$ cat src/rtl/spi_master_arbiter.sv
// Round-robin arbiter sharing one SPI master among NREQ requesters.
// All outputs registered; one transfer in flight; ack is a one-cycle one-hot pulse.
module spi_master_arbiter #(
  parameter int BITS          = 28,
  parameter int NREQ          = 3,
  parameter int START_TIMEOUT = 16
) (
  input  logic                    clk,
  input  logic                    rst,
  input  logic [NREQ-1:0]         req,
  input  logic [NREQ*BITS-1:0]    req_data,
  output logic [NREQ-1:0]         ack,
  output logic [BITS-1:0]         rsp_data,
  output logic                    rsp_err,
  output logic [$clog2(NREQ)-1:0] sel,
  output logic [NREQ-1:0]         ss_en,
  output logic                    busy,
  output logic [BITS-1:0]         m_data,
  output logic                    m_send,
  input  logic                    m_busy,
  input  logic [BITS-1:0]         m_rdata
);
  localparam int SW = $clog2(NREQ);
  localparam int CW = $clog2(START_TIMEOUT + 1);

  typedef enum logic [1:0] {IDLE, ISSUE, WAIT_DONE, RESP} state_t;

  state_t          state_q, state_d;
  logic [NREQ-1:0] ack_q, ack_d;
  logic [BITS-1:0] rsp_data_q, rsp_data_d;
  logic            rsp_err_q, rsp_err_d;
  logic [SW-1:0]   sel_q, sel_d;
  logic [NREQ-1:0] ss_en_q, ss_en_d;
  logic            busy_q, busy_d;
  logic [BITS-1:0] m_data_q, m_data_d;
  logic            m_send_q, m_send_d;
  logic [SW-1:0]   last_grant_q, last_grant_d;
  logic [CW-1:0]   cnt_q, cnt_d;

  logic [NREQ-1:0] req_eff;
  logic            gnt_vld;
  logic [SW-1:0]   gnt_idx;
  logic [SW-1:0]   cand;

  // ack_q is nonzero only in the IDLE cycle right after RESP, and only at
  // last_grant, so it doubles as the mask for the requester just served.
  always_comb begin
    req_eff = req & ~ack_q;
    gnt_vld = 1'b0;
    gnt_idx = '0;
    cand    = '0;
    for (int i = 1; i <= NREQ; i++) begin
      cand = SW'((int'(last_grant_q) + i) % NREQ);
      if (!gnt_vld && req_eff[cand]) begin
        gnt_vld = 1'b1;
        gnt_idx = cand;
      end
    end
  end

  always_comb begin
    state_d      = state_q;
    ack_d        = '0;
    rsp_data_d   = rsp_data_q;
    rsp_err_d    = rsp_err_q;
    sel_d        = sel_q;
    ss_en_d      = ss_en_q;
    m_data_d     = m_data_q;
    m_send_d     = 1'b0;
    last_grant_d = last_grant_q;
    cnt_d        = cnt_q;
    case (state_q)
      IDLE: begin
        if (gnt_vld) begin
          state_d          = ISSUE;
          m_data_d         = req_data[gnt_idx*BITS +: BITS];
          sel_d            = gnt_idx;
          ss_en_d          = '0;
          ss_en_d[gnt_idx] = 1'b1;
          last_grant_d     = gnt_idx;
          cnt_d            = '0;
          m_send_d         = 1'b1;
        end
      end
      ISSUE: begin
        cnt_d = cnt_q + 1'b1;
        if (m_busy) begin
          state_d = WAIT_DONE;
        end else if (cnt_q == CW'(START_TIMEOUT - 1)) begin
          state_d    = RESP;
          rsp_data_d = '0;
          rsp_err_d  = 1'b1;
        end else begin
          m_send_d = 1'b1;
        end
      end
      WAIT_DONE: begin
        if (!m_busy) begin
          state_d    = RESP;
          rsp_data_d = m_rdata;
          rsp_err_d  = 1'b0;
        end
      end
      RESP: begin
        state_d      = IDLE;
        ack_d[sel_q] = 1'b1;
        ss_en_d      = '0;
      end
      default: state_d = IDLE;
    endcase
    busy_d = (state_d != IDLE);
  end

  always_ff @(posedge clk) begin
    if (rst) begin
      state_q      <= IDLE;
      ack_q        <= '0;
      rsp_data_q   <= '0;
      rsp_err_q    <= 1'b0;
      sel_q        <= '0;
      ss_en_q      <= '0;
      busy_q       <= 1'b0;
      m_data_q     <= '0;
      m_send_q     <= 1'b0;
      last_grant_q <= SW'(NREQ - 1);
      cnt_q        <= '0;
    end else begin
      state_q      <= state_d;
      ack_q        <= ack_d;
      rsp_data_q   <= rsp_data_d;
      rsp_err_q    <= rsp_err_d;
      sel_q        <= sel_d;
      ss_en_q      <= ss_en_d;
      busy_q       <= busy_d;
      m_data_q     <= m_data_d;
      m_send_q     <= m_send_d;
      last_grant_q <= last_grant_d;
      cnt_q        <= cnt_d;
    end
  end

  assign ack      = ack_q;
  assign rsp_data = rsp_data_q;
  assign rsp_err  = rsp_err_q;
  assign sel      = sel_q;
  assign ss_en    = ss_en_q;
  assign busy     = busy_q;
  assign m_data   = m_data_q;
  assign m_send   = m_send_q;

endmodule

$ cat config.mk
export PLATFORM = sky130hd
export DESIGN_NAME = spi_master_arbiter
export DESIGN_NICKNAME = d
export VERILOG_FILES = /design/src/rtl/spi_master_arbiter.sv
export SDC_FILE = /design/constraint.sdc
export NUM_CORES = 1
export LEC_CHECK = 0
export ABC_AREA = 1
export CORE_MARGIN = 2
export CORE_UTILIZATION = 42
export CTS_BUF_LIST = sky130_fd_sc_hd__clkbuf_4 sky130_fd_sc_hd__clkbuf_8
export DETAILED_ROUTE_END_ITERATION = 7
export PLACE_DENSITY_LB_ADDON = 0.12
export SLEW_MARGIN = 10
export SYNTH_ARGS = -nofsm -noshare
export SYNTH_HDL_FRONTEND = slang
export SYNTH_SLANG_ARGS = --single-unit
$ cat constraint.sdc
create_clock -name clk -period 2.65 [get_ports clk]
set_input_delay 0.3975 -clock clk [delete_from_list [all_inputs] [get_ports clk]]
set_output_delay 0.3975 -clock clk [all_outputs]
set_load 0.01 [all_outputs]
==> After elaboration in Yosys (flattened, before gate mapping) <==
Index checks and enable logic that the tools add are counted.
{ "op_classes": {"n_addsub": 4, "mul": 1, "div": 3, "n_lt_le_gt_ge": 7, "n_eq_ne": 8, "shifts": 1, "n_mux": 37, "bitwise": 3, "n_reduce_logical": 16} }
{ "op_table": {"columns": ["cell", "count"], "rows": [
  ["32-bit by 3-bit remainder unit with 32-bit output, second input constant", 3],
  ["28-bit 2-to-1 mux", 3],
  ["84-bit by 8-bit variable part select with 28-bit output", 1],
  ["28-bit one-hot mux with 2 select lines", 1],
  ["2-bit by 3-bit < comparator with 1-bit output, second input constant", 5],
  ["1-bit 2-to-1 mux", 14],
  ["2-bit 2-to-1 mux", 7],
  ["5-bit one-hot mux with 2 select lines", 1],
  ["2-bit != test, second input constant", 4],
  ["2-bit one-hot mux with 4 select lines", 1],
  ["2-bit nonzero test", 4],
  ["2-bit by 2-bit adder with 3-bit output, second input constant", 2],
  ["1-bit binary-select mux with 2-bit select", 3],
  ["3-bit one-hot mux with 2 select lines", 1],
  ["2-bit AND reduction", 3],
  ["5-bit by 1-bit adder with 5-bit output, second input constant", 1],
  ["5-bit by 4-bit equality test with 1-bit output, second input constant", 1],
  ["2-bit by 3-bit multiplier with 5-bit output, second input constant", 1],
  ["5-bit 2-to-1 mux", 1],
  ["1-bit demux with 2-bit select", 2],
  ["2-bit equality test, second input constant", 2],
  ["2-bit by 1-bit greater-or-equal comparator with 1-bit output, second input constant", 2],
  ["1-bit logical AND", 4],
  ["1-bit one-hot mux with 2 select lines", 2],
  ["other kinds (10)", 11]
]} }
{ "word_totals": {"reg_bits": 76, "latchBits": 0, "ramBits": 0, "rom_bits": 0, "elab_cells": 91, "mem_count": 0} }

==> Logic depth before layout (Yosys ltp) <==
Gate-level depths: netlist of the first run.
{ "depth": {"word_depth": 17, "depth_mapped": 16} }

==> Worst setup path after synthesis of the first run <==
OpenSTA, ideal clock, no wires.
{ "synth_path": {"path_type": "flip-flop to flip-flop", "startpoint": "register sel[0] (netlist name)", "endpoint": "register m_data_q[10], in the netlist m_data[10]", "setup_ns": 0.120, "t_arrival_ns": 1.982, "slack_ns": 0.548, "path_stages_with_launch": 13, "path_buffers": 2, "path_cell_list": "dfxtp_1 -> inv_1 -> ha_1 -> o21ai_1 -> nand2_4 -> nand3_1 -> nand2_2 -> nor2_8 -> nor2_4 -> buf_6 -> buf_8 -> a21oi_2 -> a21oi_1"} }
{ "synth_rtl": {"columns": ["item", "line", "source"], "rows": [
  ["end signal: assignment", "135", "m_data_q <= m_data_d;"],
  ["end: declaration", "35", "logic [BITS-1:0] m_data_q, m_data_d;"]
]} }

==> results of run 1 <==
## power by group
group          leakage (nW)  internal (W)  switching, W
Clock                0.0955      0.000467      0.000450
Sequential            0.614       0.00138      0.000136
Combinational          1.66       0.00142       0.00196
Total                  2.37       0.00327       0.00254
## path summary, 6_finish.rpt
kind                 end  slack (ns)  depth (start not counted)
max           m_data[27]        0.32                         12
min          rsp_data[4]        0.46                          2
max reg2reg   m_data[27]        0.32                         12
min reg2reg  rsp_data[4]        0.46                          2
## cell families after synthesis
kind of cell	count (synthesis)	share of synthesized area [%]
AOI/OAI and AO/OA	117	18.6
buffers and inverters	95	11.1
and+or+nand+nor	219	27.8
adders and majority gates	5	1.70
DFF	75	40.8
## tightest hold or removal path: stages, from the launching register on
cell and delay, ns:
dfxtp_1 0.31, nand2_1 0.06, a21oi_1 0.05
## per-layer routing
| layer | share of wire [%] | wire, µm | global-route usage (%) | vias to the layer above |
|---|---|---|---|---|
| li1 | - | - | - | 2031 |
| met1 | 42 | 4520 | 25.3 | 1798 |
| met4 | 2.4 | 257 | 9.72 | 0 |
| met5 | 0 | 0 | 0 | - |
| met3 | 5.9 | 630 | 4.89 | 23 |
| met2 | 49 | 5290 | 38.5 | 127 |
## state kept, by name (all words and copies together) (netlist names)
name          flops
rsp_data         28
m_send            1
ack               3
rsp_err           1
state_q           2
m_data           28
ss_en             3
cnt_q             5
busy              1
last_grant_q      1
sel               2
## layout by cell type, fill, tap and decap left out, types with 2 or more instances in the layout
cell	n
o21ai_0	23
nand3b_1	11
buf_4	13
o211ai_1	17
dfxtp_1	75
a22oi_1	7
nor2_4	2
a21oi_2	9
clkbuf_8	10
nor3_1	5
inv_1	56
nor2_1	19
inv_2	6
ha_1	5
a21oi_1	57
nand3_1	48
clkinvlp_4	3
nand2_1	116
nand2_2	6
nand4_1	3
nand3_2	3
clkdlybuf4s50_1	184
inv_6	2
## area by class of cell
| type | count | area [µm²] | share of cell area [%] |
|---|---|---|---|
| multi-input combinational | 341 | 1780 | 30.5 |
| inverter | 63 | 236 | 4.07 |
| clock buffer | 10 | 138 | 2.37 |
| clock inverter | 6 | 70.1 | 1.20 |
| timing repair buffer | 198 | 1960 | 33.7 |
| tap | 108 | 135 | 2.32 |
| sequential | 75 | 1500 | 25.8 |
## per-stage QoR
stage	hold slack [ns]	setup WS, ns
CTS	0.464	0.340
finish	0.462	0.323
global route	0.481	0.154
detailed placement	0.451	0.142
floorplan	0.453	0.548
global placement	0.448	0.255
==> results.toml, run 1 <==
[routing]
drt_iter0_markers = 154
firstDrtPassIters = 4
drt-wirelength-per-cell_um = 13.4
drt_wl_total_mm = 10.7
dr_total_vias = 3979
drc = 0
drtAntennaViolNets = 0
viasPerCell = 4.97

[timing]
finalSetupViolations = 0
clock.fmax_ghz = 0.430
setup_tns_ns = 0
hold_violations = 0
period_minus_slack_ns = 2.33
period_share_pct = 87.8
clock_skew_ns = 0.0148
worst_pin_slew_ns = 0.500
rsz0062_at_grt = "false"
drv_slew = 0
slew_headroom_pct = 66.7

[critical_path]
slowest_stage = "ha_1"
cp_cell_sequence = "inv_1 > ha_1 > inv_2 > nand3_2 > nand3_2 > nand2_4 > nand4_1 > nand2_2 > inv_2 > buf_4 > o21ai_0 > a21oi_1"
arrival_ns = 2.60
slowest_delay_ns = 0.40
cp_max_fo = 23
crit_required_ns = 2.92
cpLargestDelayFamily = "buffers and inverters"
startpoint_type = "register"
r2r_start = "sel[0]"
criticalPathCategory = "reg -> reg"
critPathBufInv = 4
startpoint = "sel[0]"
worst_setup_path_end_kind = "register"

[yosys]
ys_seq_elements = 75
synthArstFlopShare_pct = 0
yosysSeqAreaShare_pct = 40.8
post-synth-top-count-cell = "nand2_1"
synthDominantCellAreaShare_pct = 40.8
syn_avg_cell_area_um2 = 7.21
ys_dominant_reg_cell = "dfxtp_1"
synth.cell_area_mm2 = 0.00368
yosysWarnings = 0
synth_edf_count = 0
syn_inst = 511
synthTopCellsByArea = "dfxtp_1, nand2_1, a21oi_1"
mappedNetlistNets = 634
synth_cell_types = 34
yosysTopAreaCell = "dfxtp_1"
synth_common_cells = "nand2_1, dfxtp_1, a21oi_1"

[layout]
fin_cells = 801
fin_util_pct = 67.7
diodes = 0
nNetsFinal = 811
drive_gt1_share_pct = 8.80
syn_to_final_growth_pct = 57.9
final_area_mm2 = 0.00582
fillCellCount = 743

[power]
power_density_mw_per_mm2 = 999
p_total_w = 0.00581
ir_drop_mv = 0.499
power.leakage_nw = 2.37

[clocking]
postCtsSetupRepairBufs = 0
clockRootBuffer = "clkbuf_8"
cts_tree = "built"
ctsLongestPathBuffers = 2
cts_resized = 0
cts_max_level = 3
worst_skew_pair.late_latency_ns = 0.36
clock-sinks = 75
cts_made_buffers = 9
cts.clk_slew.worst_paths_ns = 0.08
ctsHoldBuffers = 0

[job]
maxCapViolCount = 0

[floorplanning]
die-area_mm2 = 0.00954
die_h_um = 97.7
fp.coreArea_mm2 = 0.00859
dieWidth_um = 97.7
num_rows = 34
design.portCount = 185
initial_core_util_pct = 42.9

[global_routing]
first_global_vias = 3866
grt_remaining_overflow = 0
grt_pass1_wl_mm = 17.3
grt_usage_pct = 21.9
grt_start_max_net_pins = 41
antenna_found_initial = 0

[place]
hpwl_mm = 7.90
place_inst = 785
gp_congestion = 0.959
portBuffers = 184
post_dp_cell_area_mm2 = 0.00561

[worst_hold_path]
holdCritStartpoint = "rsp_data[4]"
hold_path_class = "reg -> reg"

[status]
status = "complete, no violations"
Power figures use the tool's default switching activity.
==> inputs of run 2 (changes only) <==
- GPL_TIMING_DRIVEN: default -> 0
- REMOVE_ABC_BUFFERS: default -> 1
- clock period: 2.65 -> 2.3 ns (I/O delays scaled with it)
==> run 2 against run 1 <==
Die area is the same. Clock power grew 19%. Cell count grew 2.2%. Critical path depth is the same. Sequential power grew 16%. Combinational power grew 44%. Setup slack lost 0.24 ns. Routed wire length grew 19%. Critical path type unchanged. Largest power group unchanged.
==> results.toml, run 2 (synthesized netlist as in run 1, its figures left out) <==
[timing]
period_share_pct = 96.2
worst_pin_slew_ns = 1.04
hold_violations = 0
drv_slew = 0
setup_tns_ns = 0
clock.fmax_ghz = 0.452
period_minus_slack_ns = 2.21
finalSetupViolations = 0
clock_skew_ns = 0.0101
slew_headroom_pct = 30.3

[worst_hold_path]
hold_path_class = "reg -> reg"
whs_path_depth = 2
holdCritStartpoint = "rsp_data[4]"
whs_endpoint = "rsp_data[4]"

[floorplanning]
fp.coreArea_mm2 = 0.00859
die_h_um = 97.7
die-area_mm2 = 0.00954
num_rows = 34
initial_core_util_pct = 42.9
dieWidth_um = 97.7
design.portCount = 185

[place]
place_inst = 773
gp_congestion = 0.844
portBuffers = 184
hpwl_mm = 7.99

[critical_path]
cp_max_fo = 10
crit_required_ns = 2.59
cp_cell_sequence = "inv_1 > ha_4 > inv_2 > nand3_2 > nand3_2 > nand2_4 > nand3_1 > nand2_4 > buf_4 > nor2_4 > o211ai_1 > a21oi_1"
r2r_start = "sel[0]"
r2r-end = "m_data[12]"
criticalPathCategory = "reg -> reg"
worst_setup_path_end_kind = "register"
slowest_delay_ns = 0.37
startpoint_type = "register"
arrival_ns = 2.50
r2r_slack_ns = 0.09
r2r_cells = 12
slowest_stage = "dfxtp_4"

[routing]
drt-wirelength-per-cell_um = 15.5
drt_wl_total_mm = 12.7
drt_iter0_markers = 224
drc = 0
firstDrtPassIters = 5
drtAntennaViolNets = 0
dr_total_vias = 4282
viasPerCell = 5.23

[global_routing]
grt_pass1_wl_mm = 19.8
antenna_found_initial = 0
grt_remaining_overflow = 0
grt_usage_pct = 25.8
grt_start_max_net_pins = 42
first_global_vias = 4073

[power]
power_density_mw_per_mm2 = 1270
power.leakage_nw = 2.47
ir_drop_mv = 0.750

[clocking]
clock-sinks = 75
ctsHoldBuffers = 0
cts_tree = "built"
cts_max_level = 3
worst_skew_pair.late_latency_ns = 0.36
clockRootBuffer = "clkbuf_8"
cts.clk_slew.worst_paths_ns = 0.09
cts_made_buffers = 9
ctsLongestPathBuffers = 2

[status]
status = "complete, no violations"

[layout]
final_cell_mix = "clkdlybuf4s50_1, nand2_1, dfxtp_1"
fillCellCount = 667
syn_to_final_growth_pct = 65.2
diodes = 0
drive_gt1_share_pct = 12.0
layout_commonest_cell = "clkdlybuf4s50_1"
multi_input_area_mm2 = 0.00192
fin_cells = 819
nNetsFinal = 829
seq_area_mm2 = 0.00151

[job]
maxCapViolCount = 0
-- run 2: worst max-delay path, delay by kind of cell (launching register included) --
kind,cells,cell delay (ns)
buffers and inverters,3,0.41
adders and majority gates,1,0.25
DFF,1,0.37
AOI/OAI and AO/OA,2,0.32
and+or+nand+nor,6,0.78
-- run 2: timing repair --
action,4_1_cts,5_1_grt
setup endpoints to repair,42,33
cloned,5,0
setup buffers,16,9
pin swaps,9,5
gates resized for setup,13,10
-- run 2: how the worst max path moves through the flow --
stage                       from            to  slack, ns  depth (start not counted)
after floorplan           sel[0]    m_data[16]      -0.55                         13
after global placement    m_busy  rsp_data[27]      -1.32                          4
after detailed placement  sel[0]    m_data[18]      -1.32                         13
after CTS                 sel[0]    m_data[13]      0.005                         12
after global routing      sel[0]    m_data[26]      -0.03                         16
final                     sel[0]    m_data[12]       0.09                         12
-- run 2: layer usage --
layer | vias up | GRT usage (%) | share of wire [%]
li1 | 2073 | - | -
met4 | 0 | 11.0 | 2.4
met1 | 2006 | 30.4 | 39
met5 | - | 0 | 0
met3 | 26 | 7.99 | 8.6
met2 | 177 | 43.3 | 50
-- run 2: layout make-up --
type | count | share of cell area, %
Timing Repair Buffer | 211 | 34.1
Multi-Input combinational cell | 346 | 31.5
Sequential cell | 75 | 24.7
Inverter | 63 | 4.01
Clock buffer | 10 | 2.26
Tap cell | 108 | 2.22
Clock inverter | 6 | 1.15
-- run 2: where the power goes --
group | switching [W] | internal (W) | total [W]
Clock | 0.000551 | 0.000538 | 0.00109
Combinational | 0.00277 | 0.00211 | 0.00488
Sequential | 0.000162 | 0.00160 | 0.00176
-- run 2: metrics by stage --
| step | setup WS (ns) | hold slack [ns] | total power, W | utilization (%) | area [µm²] |
|---|---|---|---|---|---|
| 3_5_place_dp | -1.32 | 0.455 | 0.00549 | 64.1 | 5510 |
| 6_report | 0.0871 | 0.468 | 0.00772 | 70.8 | 6080 |
| 5_1_grt | -0.0295 | 0.488 | 0.00821 | 70.8 | 6080 |
| 3_3_place_gp | -1.32 | 0.447 | 0.00540 | 63.8 | 5490 |
| 4_1_cts | 0.00499 | 0.469 | 0.00737 | 69.5 | 5970 |
| 2_1_floorplan | -0.554 | 0.414 | 0.00409 | - | 3510 |
==> inputs of run 3 (changes only) <==
- clock period: 2.3 -> 2.11 ns (I/O delays scaled with it)
==> run 3 against run 2 <==
The run now ends with setup timing left. Sequential power increased by 9%. Worst hold slack about the same. Register-to-register slack got worse by 0.15 ns. First-iteration DRC count decreased by 4.0%. Critical path depth increased by 3. Flip-flop and latch count unchanged. Fmax increased by 1.9%. Clock-buffer cell count unchanged. Sequential share of layout area decreased by 0.84 points. Combinational power increased by 21%. Power increased by 17%. Largest power group unchanged.
==> results.toml, run 3 (synthesized netlist as in run 1, its figures left out) <==
[timing]
period_minus_slack_ns = 2.17
slew_headroom_pct = 29.8
period_share_pct = 103
clock.fmax_ghz = 0.461
rsz0062_at_grt = "true"
finalSetupViolations = 3
hold_violations = 0
timing.hold.ws_ns = 0.468
drv_slew = 0
setup_ws_ns = -0.0613
clock_skew_ns = 0.0144
worst_pin_slew_ns = 1.05

[power]
ir_drop_mv = 0.739
switching_share_pct = 45.5
power_density_mw_per_mm2 = 1430
internal_power_w = 0.00492
seqPwrFrac_pct = 21.3
p_total_w = 0.00903
power.leakage_nw = 2.54
p_sw_w = 0.00410
power_frac_comb_pct = 65.6
clockPowerShare_pct = 13.1

[global_routing]
grt_pass1_wl_mm = 20.0
grt_usage_pct = 26.3
grt_start_max_net_pins = 42
first_global_vias = 4111
grt_remaining_overflow = 0
antenna_found_initial = 0

[floorplanning]
initial_core_util_pct = 42.9
design.portCount = 185
die-area_mm2 = 0.00954
dieWidth_um = 97.7
num_rows = 34
die_h_um = 97.7
fp.coreArea_mm2 = 0.00859

[clocking]
clock-sinks = 75
cts_made_buffers = 9
ctsLongestPathBuffers = 2
worst_skew_pair.late_latency_ns = 0.37
cts_max_level = 3
ctsHoldBuffers = 0
clockRootBuffer = "clkbuf_8"
cts.clk_slew.worst_paths_ns = 0.08
cts_tree = "built"

[layout]
nNetsFinal = 835
syn_to_final_growth_pct = 71.0
diodes = 0
layout_commonest_cell = "clkdlybuf4s50_1"
fin_util_pct = 73.3
fillCellCount = 636
final_cell_mix = "clkdlybuf4s50_1, nand2_1, dfxtp_1"
drive_gt1_share_pct = 15.8

[place]
hpwl_mm = 7.99
gp_congestion = 0.844
portBuffers = 184

[routing]
drc = 0
dr_total_vias = 4354
drt-wirelength-per-cell_um = 16.1
drtAntennaViolNets = 0
drt_iter0_markers = 215
drt_wl_total_mm = 13.2
viasPerCell = 5.28
firstDrtPassIters = 5

[job]
maxCapViolCount = 0

[status]
status = "complete, but fails checks"
violations = "setup timing"

[critical_path]
arrival_ns = 2.43
cp_cell_sequence = "inv_4 > ha_4 > inv_4 > nand3_2 > nand3_2 > nand2_4 > nand4_1 > buf_6 > nand2_8 > nor2_4 > buf_12 > nand3_1 > nand3_1 > nand2_1 > inv_1"
worst_setup_path_end_kind = "register"
cpLargestDelayFamily = "simple AND/OR/NAND/NOR gates"
cp_max_fo = 11
critPathBufInv = 5
startpoint_type = "register"
crit_required_ns = 2.37
slowest_delay_ns = 0.40
slowest_stage = "dfxtp_4"
criticalPathCategory = "reg -> reg"

[worst_hold_path]
hold_path_class = "reg -> reg"
run 3: final timing paths:
check                from           end  slack [ns]  cells past startpoint
max                sel[0]    m_data[23]       -0.06                     15
min          rsp_data[26]  rsp_data[26]        0.47                      2
max reg2reg        sel[0]    m_data[23]       -0.06                     15
min reg2reg  rsp_data[26]  rsp_data[26]        0.47                      2
run 3: area by class of cell:
cell class	count	area (µm²)	share of cell area, %
Clock buffer	10	138	2.19
Clock inverter	6	70.1	1.11
Inverter	63	256	4.07
Multi-Input combinational cell	347	2030	32.2
Sequential cell	75	1510	23.9
Tap cell	108	135	2.15
Timing Repair Buffer	216	2170	34.4
run 3: per-stage QoR:
stage	std cells	worst slack [ns]	cell area [µm²]	TNS, ns
floorplan	479	-0.744	3510	-25.00
global placement	771	-1.48	5490	-91.96
detailed placement	773	-1.51	5510	-48.98
CTS	814	0.0350	6070	0
global route	825	-0.170	6300	-2.46
finish	825	-0.0613	6300	-0.117
run 3: power groups by stage:
stage                     combinational [W]  clock [W]  sequential [W]
after floorplan                     0.00241          0         0.00205
after global placement              0.00397          0         0.00192
after detailed placement            0.00405          0         0.00193
after CTS                           0.00520    0.00120         0.00192
after global routing                0.00636    0.00126         0.00196
final                               0.00592    0.00118         0.00192
run 3: what timing repair did:
action                                  4_1_cts  5_1_grt
endpoints found under the setup margin       42       60
pin swaps                                    11       17
setup buffers                                20       10
gates cloned                                  5        1
resized for setup                            25       29
run 3: worst min-delay path: stages, from the launching register on:
cell and delay (ns):
dfxtp_1 0.32, nand2_1 0.06, a21oi_1 0.05
run 3: metal layers:
| layer | routed length, µm | GRT usage [%] | up-vias |
|---|---|---|---|
| met4 | 321 | 9.19 | 0 |
| li1 | - | - | 2088 |
| met3 | 1180 | 8.42 | 28 |
| met1 | 5130 | 31.5 | 2054 |
| met2 | 6610 | 44.3 | 184 |
| met5 | 0 | 0 | - |
